==> config.mk <==
export PLATFORM = sky130hd
export DESIGN_NAME = multicycle_controller
export DESIGN_NICKNAME = d
export VERILOG_FILES = /design/src/rtl/multicycle_controller.sv
export SDC_FILE = /design/constraint.sdc
export NUM_CORES = 1
export LEC_CHECK = 0
export CAP_MARGIN = 15
export CORE_MARGIN = 2
export CORE_UTILIZATION = 39
export DETAILED_ROUTE_END_ITERATION = 6
export PLACE_DENSITY = 0.85
export RECOVER_POWER = 100
export SYNTH_ARGS = -nofsm -noshare
export SYNTH_HDL_FRONTEND = slang
export SYNTH_SLANG_ARGS = --single-unit
==> constraint.sdc <==
create_clock -name clk -period 3.9 [get_ports clk]
set_input_delay 0.585 -clock clk [delete_from_list [all_inputs] [get_ports clk]]
set_output_delay 0.585 -clock clk [all_outputs]
set_load 0.02 [all_outputs]
==> src/rtl/multicycle_controller.sv <==
// Main control FSM for a multicycle RV32I-subset datapath.
// Drives datapath selects and write enables from the current state and the instruction fields.
module multicycle_controller (
  input  logic       clk,
  input  logic       rst,
  input  logic [6:0] op,
  input  logic [2:0] func3,
  input  logic [6:0] func7,
  input  logic       zero,
  input  logic       lt,
  output logic       PCWrite,
  output logic       IRWrite,
  output logic       MemWrite,
  output logic       RegWrite,
  output logic       AdrSrc,
  output logic [1:0] ALUSrcA,
  output logic [1:0] ALUSrcB,
  output logic [1:0] ResultSrc,
  output logic [2:0] ALUControl,
  output logic [2:0] ImmSrc,
  output logic       instr_done,
  output logic       illegal,
  output logic [3:0] state
);

  typedef enum logic [3:0] {
    S_FETCH    = 4'd0,
    S_DECODE   = 4'd1,
    S_MEMADR   = 4'd2,
    S_MEMREAD  = 4'd3,
    S_MEMWB    = 4'd4,
    S_MEMWRITE = 4'd5,
    S_EXECR    = 4'd6,
    S_EXECI    = 4'd7,
    S_ALUWB    = 4'd8,
    S_BRANCH   = 4'd9,
    S_JAL      = 4'd10,
    S_JALR     = 4'd11,
    S_LUI      = 4'd12,
    S_JALRWB   = 4'd13
  } state_t;

  localparam logic [6:0] OP_LOAD   = 7'b0000011;
  localparam logic [6:0] OP_STORE  = 7'b0100011;
  localparam logic [6:0] OP_RTYPE  = 7'b0110011;
  localparam logic [6:0] OP_ITYPE  = 7'b0010011;
  localparam logic [6:0] OP_BRANCH = 7'b1100011;
  localparam logic [6:0] OP_JAL    = 7'b1101111;
  localparam logic [6:0] OP_JALR   = 7'b1100111;
  localparam logic [6:0] OP_LUI    = 7'b0110111;

  state_t r_state;
  state_t w_next;
  logic   w_unused_func7;

  assign w_unused_func7 = ^{func7[6], func7[4:0]};
  assign state          = r_state;

  // Only func7[5] matters, and only for register-register ops (sub vs add).
  function automatic logic [2:0] alu_decode(input logic [2:0] f3, input logic f7b5,
                                            input logic is_r);
    case (f3)
      3'b000:  alu_decode = (is_r && f7b5) ? 3'b001 : 3'b000;
      3'b010:  alu_decode = 3'b101;
      3'b110:  alu_decode = 3'b011;
      3'b111:  alu_decode = 3'b010;
      default: alu_decode = 3'b000;
    endcase
  endfunction

  function automatic logic branch_taken(input logic [2:0] f3, input logic z, input logic l);
    case (f3)
      3'b000:  branch_taken = z;
      3'b001:  branch_taken = !z;
      3'b100:  branch_taken = l;
      3'b101:  branch_taken = !l;
      default: branch_taken = 1'b0;
    endcase
  endfunction

  always_ff @(posedge clk or negedge rst) begin
    if (!rst) r_state <= S_FETCH;
    else      r_state <= w_next;
  end

  always_comb begin
    w_next = S_FETCH;
    case (r_state)
      S_FETCH:  w_next = S_DECODE;
      S_DECODE: begin
        case (op)
          OP_LOAD, OP_STORE: w_next = S_MEMADR;
          OP_RTYPE:          w_next = S_EXECR;
          OP_ITYPE:          w_next = S_EXECI;
          OP_BRANCH:         w_next = S_BRANCH;
          OP_JAL:            w_next = S_JAL;
          OP_JALR:           w_next = S_JALR;
          OP_LUI:            w_next = S_LUI;
          default:           w_next = S_FETCH;
        endcase
      end
      S_MEMADR: w_next = (op == OP_LOAD) ? S_MEMREAD : S_MEMWRITE;
      S_MEMREAD: w_next = S_MEMWB;
      S_EXECR, S_EXECI, S_JAL: w_next = S_ALUWB;
      S_JALR:   w_next = S_JALRWB;
      default:  w_next = S_FETCH;
    endcase
  end

  // Outputs are gated by rst so that an asserted reset silences every enable at once.
  always_comb begin
    PCWrite    = 1'b0;
    IRWrite    = 1'b0;
    MemWrite   = 1'b0;
    RegWrite   = 1'b0;
    AdrSrc     = 1'b0;
    ALUSrcA    = 2'b00;
    ALUSrcB    = 2'b00;
    ResultSrc  = 2'b00;
    ALUControl = 3'b000;
    instr_done = 1'b0;
    illegal    = 1'b0;
    if (rst) begin
      case (r_state)
        S_FETCH: begin
          IRWrite = 1'b1; ALUSrcB = 2'b10; ResultSrc = 2'b10; PCWrite = 1'b1;
        end
        S_DECODE: begin
          ALUSrcA = 2'b01; ALUSrcB = 2'b01;
          case (op)
            OP_LOAD, OP_STORE, OP_RTYPE, OP_ITYPE,
            OP_BRANCH, OP_JAL, OP_JALR, OP_LUI: illegal = 1'b0;
            default: begin
              illegal    = 1'b1;
              instr_done = 1'b1;
            end
          endcase
        end
        S_MEMADR: begin
          ALUSrcA = 2'b10; ALUSrcB = 2'b01;
        end
        S_MEMREAD: AdrSrc = 1'b1;
        S_MEMWB: begin
          ResultSrc = 2'b01; RegWrite = 1'b1; instr_done = 1'b1;
        end
        S_MEMWRITE: begin
          AdrSrc = 1'b1; MemWrite = 1'b1; instr_done = 1'b1;
        end
        S_EXECR: begin
          ALUSrcA = 2'b10; ALUControl = alu_decode(func3, func7[5], 1'b1);
        end
        S_EXECI: begin
          ALUSrcA = 2'b10; ALUSrcB = 2'b01; ALUControl = alu_decode(func3, func7[5], 1'b0);
        end
        S_ALUWB: begin
          RegWrite = 1'b1; instr_done = 1'b1;
        end
        S_BRANCH: begin
          ALUSrcA = 2'b10; ALUControl = 3'b001; instr_done = 1'b1;
          PCWrite = branch_taken(func3, zero, lt);
        end
        S_JAL: begin
          ALUSrcA = 2'b01; ALUSrcB = 2'b10; PCWrite = 1'b1;
        end
        // Target goes straight to PC; link value is recomputed from OldPC next cycle.
        S_JALR: begin
          ALUSrcA = 2'b10; ALUSrcB = 2'b01; ResultSrc = 2'b10; PCWrite = 1'b1;
        end
        S_JALRWB: begin
          ALUSrcA = 2'b01; ALUSrcB = 2'b10; ResultSrc = 2'b10;
          RegWrite = 1'b1; instr_done = 1'b1;
        end
        S_LUI: begin
          ResultSrc = 2'b11; RegWrite = 1'b1; instr_done = 1'b1;
        end
        default: PCWrite = 1'b0;
      endcase
    end
  end

  always_comb begin
    case (op)
      OP_STORE:  ImmSrc = 3'b001;
      OP_BRANCH: ImmSrc = 3'b010;
      OP_JAL:    ImmSrc = 3'b011;
      OP_LUI:    ImmSrc = 3'b100;
      default:   ImmSrc = 3'b000;
    endcase
  end

endmodule
==> key figures <==
Critical path
  • Critical path peak fanout: 4
  • Required time of the critical path: 3.31 ns
  • Delay of the slowest critical-path stage: 0.68 ns
  • Kind of start point of the critical path: primary input
  • Library cell appearing most often on the critical path: sky130_fd_sc_hd__dlygate4sd3_1
  • R2R depth: 4
  • CP cell instances: dlygate4sd3_1 -> nor2b_1 -> and3b_1 -> o311ai_2 -> and3_1 -> dlygate4sd3_1
  • Critical path capture point type: output port
  • R2R setup slack: 2.25 ns
  • Critical path arrival: 2.77 ns
  • Highest-delay cell along the critical path: sky130_fd_sc_hd__dlygate4sd3_1
  • Type of the worst setup path: primary input to output port

Placed design
  • RePlAce Congestion: 0.8076
  • PortBufs: 37
  • Detailed placer's ending HPWL: 1.521 mm
  • Cell area reported after detailed placement: 0.001067 sq mm

Floorplan
  • CORE AREA: 0.001708 sq mm
  • Number of cell rows: 15
  • Floorplan die area: 0.002159 sq mm
  • Initial cell density of the core: 0.4117
  • Number of top-level pins: 44
  • Height of the die: 46.46 um
  • Die W: 46.46 um

Power
  • Power per Cell Area: 307.7 mW/mm^2
  • Max rail drop VDD: 0.0001608 V
  • Pleak: 0.4891 nW
  • Power after layout: 0.0003353 W

Synthesis
  • Main synth FF type: sky130_fd_sc_hd__dfrtp_1
  • Async set-or-reset flop fraction in the synthesized netlist: 1.000
  • Ranking of synthesized cells by area: sky130_fd_sc_hd__dfrtp_1 (14%), sky130_fd_sc_hd__nand2_1 (6.9%), sky130_fd_sc_hd__nor2_1 (6.4%), sky130_fd_sc_hd__and3_1 (5.3%), sky130_fd_sc_hd__nand2b_1 (4.4%)
  • Yosys top cell area share: 0.1423
  • Register area share after synthesis: 0.1423
  • Flops & latches, synth: 4
  • Number of standard cells after synthesis: 106
  • Yosys synthesis warning count: 0
  • Number of nets in the synthesized netlist: 127
  • Commonest cells post-synth: sky130_fd_sc_hd__nand2_1 (13), sky130_fd_sc_hd__nor2_1 (12), sky130_fd_sc_hd__and3_1 (6), sky130_fd_sc_hd__nor3_1 (6)
  • Number of distinct library cells after synthesis: 34
  • Syn_area_per_cell: 6.634 sq um
  • Cell taking the most area after synthesis: sky130_fd_sc_hd__dfrtp_1
  • Number of enable flip-flop cells after synthesis: 0
  • Cell with the most instances after synthesis: sky130_fd_sc_hd__nand2_1
  • Netlist area before placement: 703.2 sq um

Clock tree
  • Clock H-tree levels: 1
  • Inserted Clock Buffers: 3
  • Number of buffers on the longest clock path: 2
  • TritonCTS Sinks: 4
  • Post-cts hold buffer count: 0
  • Clock slew at reported path FFs: 0.04 ns
  • Clock tree from TritonCTS: yes
  • Clock tree root buffer cell: sky130_fd_sc_hd__clkbuf_4
  • Clk_lat worst skew: 0.25 ns
  • Number of setup buffers added after CTS: 0
  • Post-cts gate resize count: 0

Timing
  • Final critical-path required period: 3.352 ns
  • Tightest hold margin: 0.7433 ns
  • Number of endpoints failing setup at the final stage: 0
  • Fin Clk Skew: 0.008855 ns
  • Highest Clock Rate: 298.3 MHz
  • Setup repair after global routing missed its margin: false
  • Sum of negative setup slack: 0 ns
  • Final hold vios: 0
  • Pins Over Slew Limit: 0
  • Measured slew at the worst slew-check pin: 0.5439 ns
  • Max_slew headroom: 0.6374
  • Crit share post-route: 0.8595

Final layout
  • Filler Cells Inserted: 162
  • Fraction of final layout cells with drive strength greater than 1: 0.04348
  • Growth of design area from synthesis to finish: 54.98%
  • Multi-input gate area in the final layout: 554.3 sq um
  • Number of flip-flops in the largest register: 4
  • Footprint of the flip-flops and latches: 100.1 sq um
  • Final design instance area without fill: 0.001090 sq mm
  • Diodes inserted: 0
  • Final net count: 161

Drt
  • Final wirelength: 2.087 mm
  • Final routed DRC violation total: 0
  • Post-detailed-route count of antenna-violating nets: 0
  • DR vias/cell: 5.411
  • Count of vias placed by the detailed router: 882
  • TritonRoute pass-1 iters: 4
  • Routed wire length per instance: 12.80 um
  • Drt initial violations: 14

Global route
  • Maximum number of pins on one net before global-route repair: 19
  • Combined global-route utilization of all metal layers: 0.2139
  • Antenna violations before repair: 0
  • Global-route wire length before repair: 3.222 mm
  • Vias in the first global route: 716
  • Grt total ovfl: 0

Outcome
  • Status: finished, final reports clean

Min path
  • Worst hold path type: primary input to async pin

Job
  • # Max-Cap Violations: 0
placed cells by master (no fill, tap or decap):
master and n:
sky130_fd_sc_hd__dlygate4sd3_1 26, sky130_fd_sc_hd__and2_1 2, sky130_fd_sc_hd__o21a_1 2, sky130_fd_sc_hd__nand4_1 3, sky130_fd_sc_hd__xor2_1 1, sky130_fd_sc_hd__and3b_1 2, sky130_fd_sc_hd__dfrtp_1 4, sky130_fd_sc_hd__nand3b_1 1
sky130_fd_sc_hd__nor2b_4 1, sky130_fd_sc_hd__nor2b_1 5, sky130_fd_sc_hd__o32ai_1 1, sky130_fd_sc_hd__and3_1 6, sky130_fd_sc_hd__a2bb2oi_1 1, sky130_fd_sc_hd__o21ai_0 5, sky130_fd_sc_hd__nor2_1 12, sky130_fd_sc_hd__a21boi_0 3
sky130_fd_sc_hd__nand3_1 1, sky130_fd_sc_hd__o311ai_2 1, sky130_fd_sc_hd__a22oi_1 1, sky130_fd_sc_hd__clkdlybuf4s50_1 11, sky130_fd_sc_hd__xnor2_1 3, sky130_fd_sc_hd__a211oi_1 2, sky130_fd_sc_hd__mux2_2 1, sky130_fd_sc_hd__nand2b_1 5
sky130_fd_sc_hd__mux2i_1 3, sky130_fd_sc_hd__nor3_1 6, sky130_fd_sc_hd__nand2_1 13, sky130_fd_sc_hd__inv_1 3, sky130_fd_sc_hd__o22ai_1 2, sky130_fd_sc_hd__clkbuf_4 3, sky130_fd_sc_hd__a31oi_1 1, sky130_fd_sc_hd__nor4_1 1
sky130_fd_sc_hd__a41o_1 1, sky130_fd_sc_hd__a21oi_1 5
metal layers:
metal  wire, um  share of wire  global-route usage  vias to the layer above
met2       1059           0.51              0.3889                       40
li1           -              -                   -                      447
met1        809           0.39              0.2435                      390
met5          0              0                   0                        -
met3        176          0.084             0.02353                        5
met4         42          0.020              0.1029                        0
per-stage QoR:
step,setup slack [ns],util,cells
3_5_place_dp,0.6859,0.6249,160
2_1_floorplan,1.650,-,106
4_1_cts,0.6916,0.6381,163
5_1_grt,0.4390,0.6381,163
6_report,0.5480,0.6381,163
3_3_place_gp,0.7274,0.6249,160
cell families after synthesis:
logic type	after synthesis	share of synthesized area
and+or+nand+nor	58	0.4342
AOI/OAI and AO/OA	25	0.2455
buffers and inverters	11	0.06939
xor gates and xnor gates	4	0.04983
muxes	4	0.05872
DFF	4	0.1424
power breakdown:
group	internal [W]	switching [W]	total, W
sequential	0.0000475	0.0000220	0.0000695
clock	0.0000346	0.0000204	0.0000551
combinational	0.0000970	0.000114	0.000211
cell type report:
cell class | instances | share of cell area
multi-input cells | 91 | 0.5086
repair buffers | 37 | 0.3398
clock buffers | 3 | 0.02067
inverters | 3 | 0.01033
flip-flops and latches | 4 | 0.09185
well taps | 25 | 0.02870
worst max-delay path: cells and delay by family:
family / cells / cell delay, ns
simple gates: 3 / 0.59
compound gates: 1 / 0.30
buf+inv: 2 / 1.28
path summary, 6_finish.rpt:
path                       startpoint  endpoint
setup reg to reg             state[0]  state[1]
setup / recovery                op[4]   illegal
max in group asynchronous         rst  state[2]
hold / removal                    rst  state[0]
min in group clk             state[0]  state[0]
hold reg to reg              state[0]  state[0]
No activity file was read; power rests on OpenSTA's default activity.
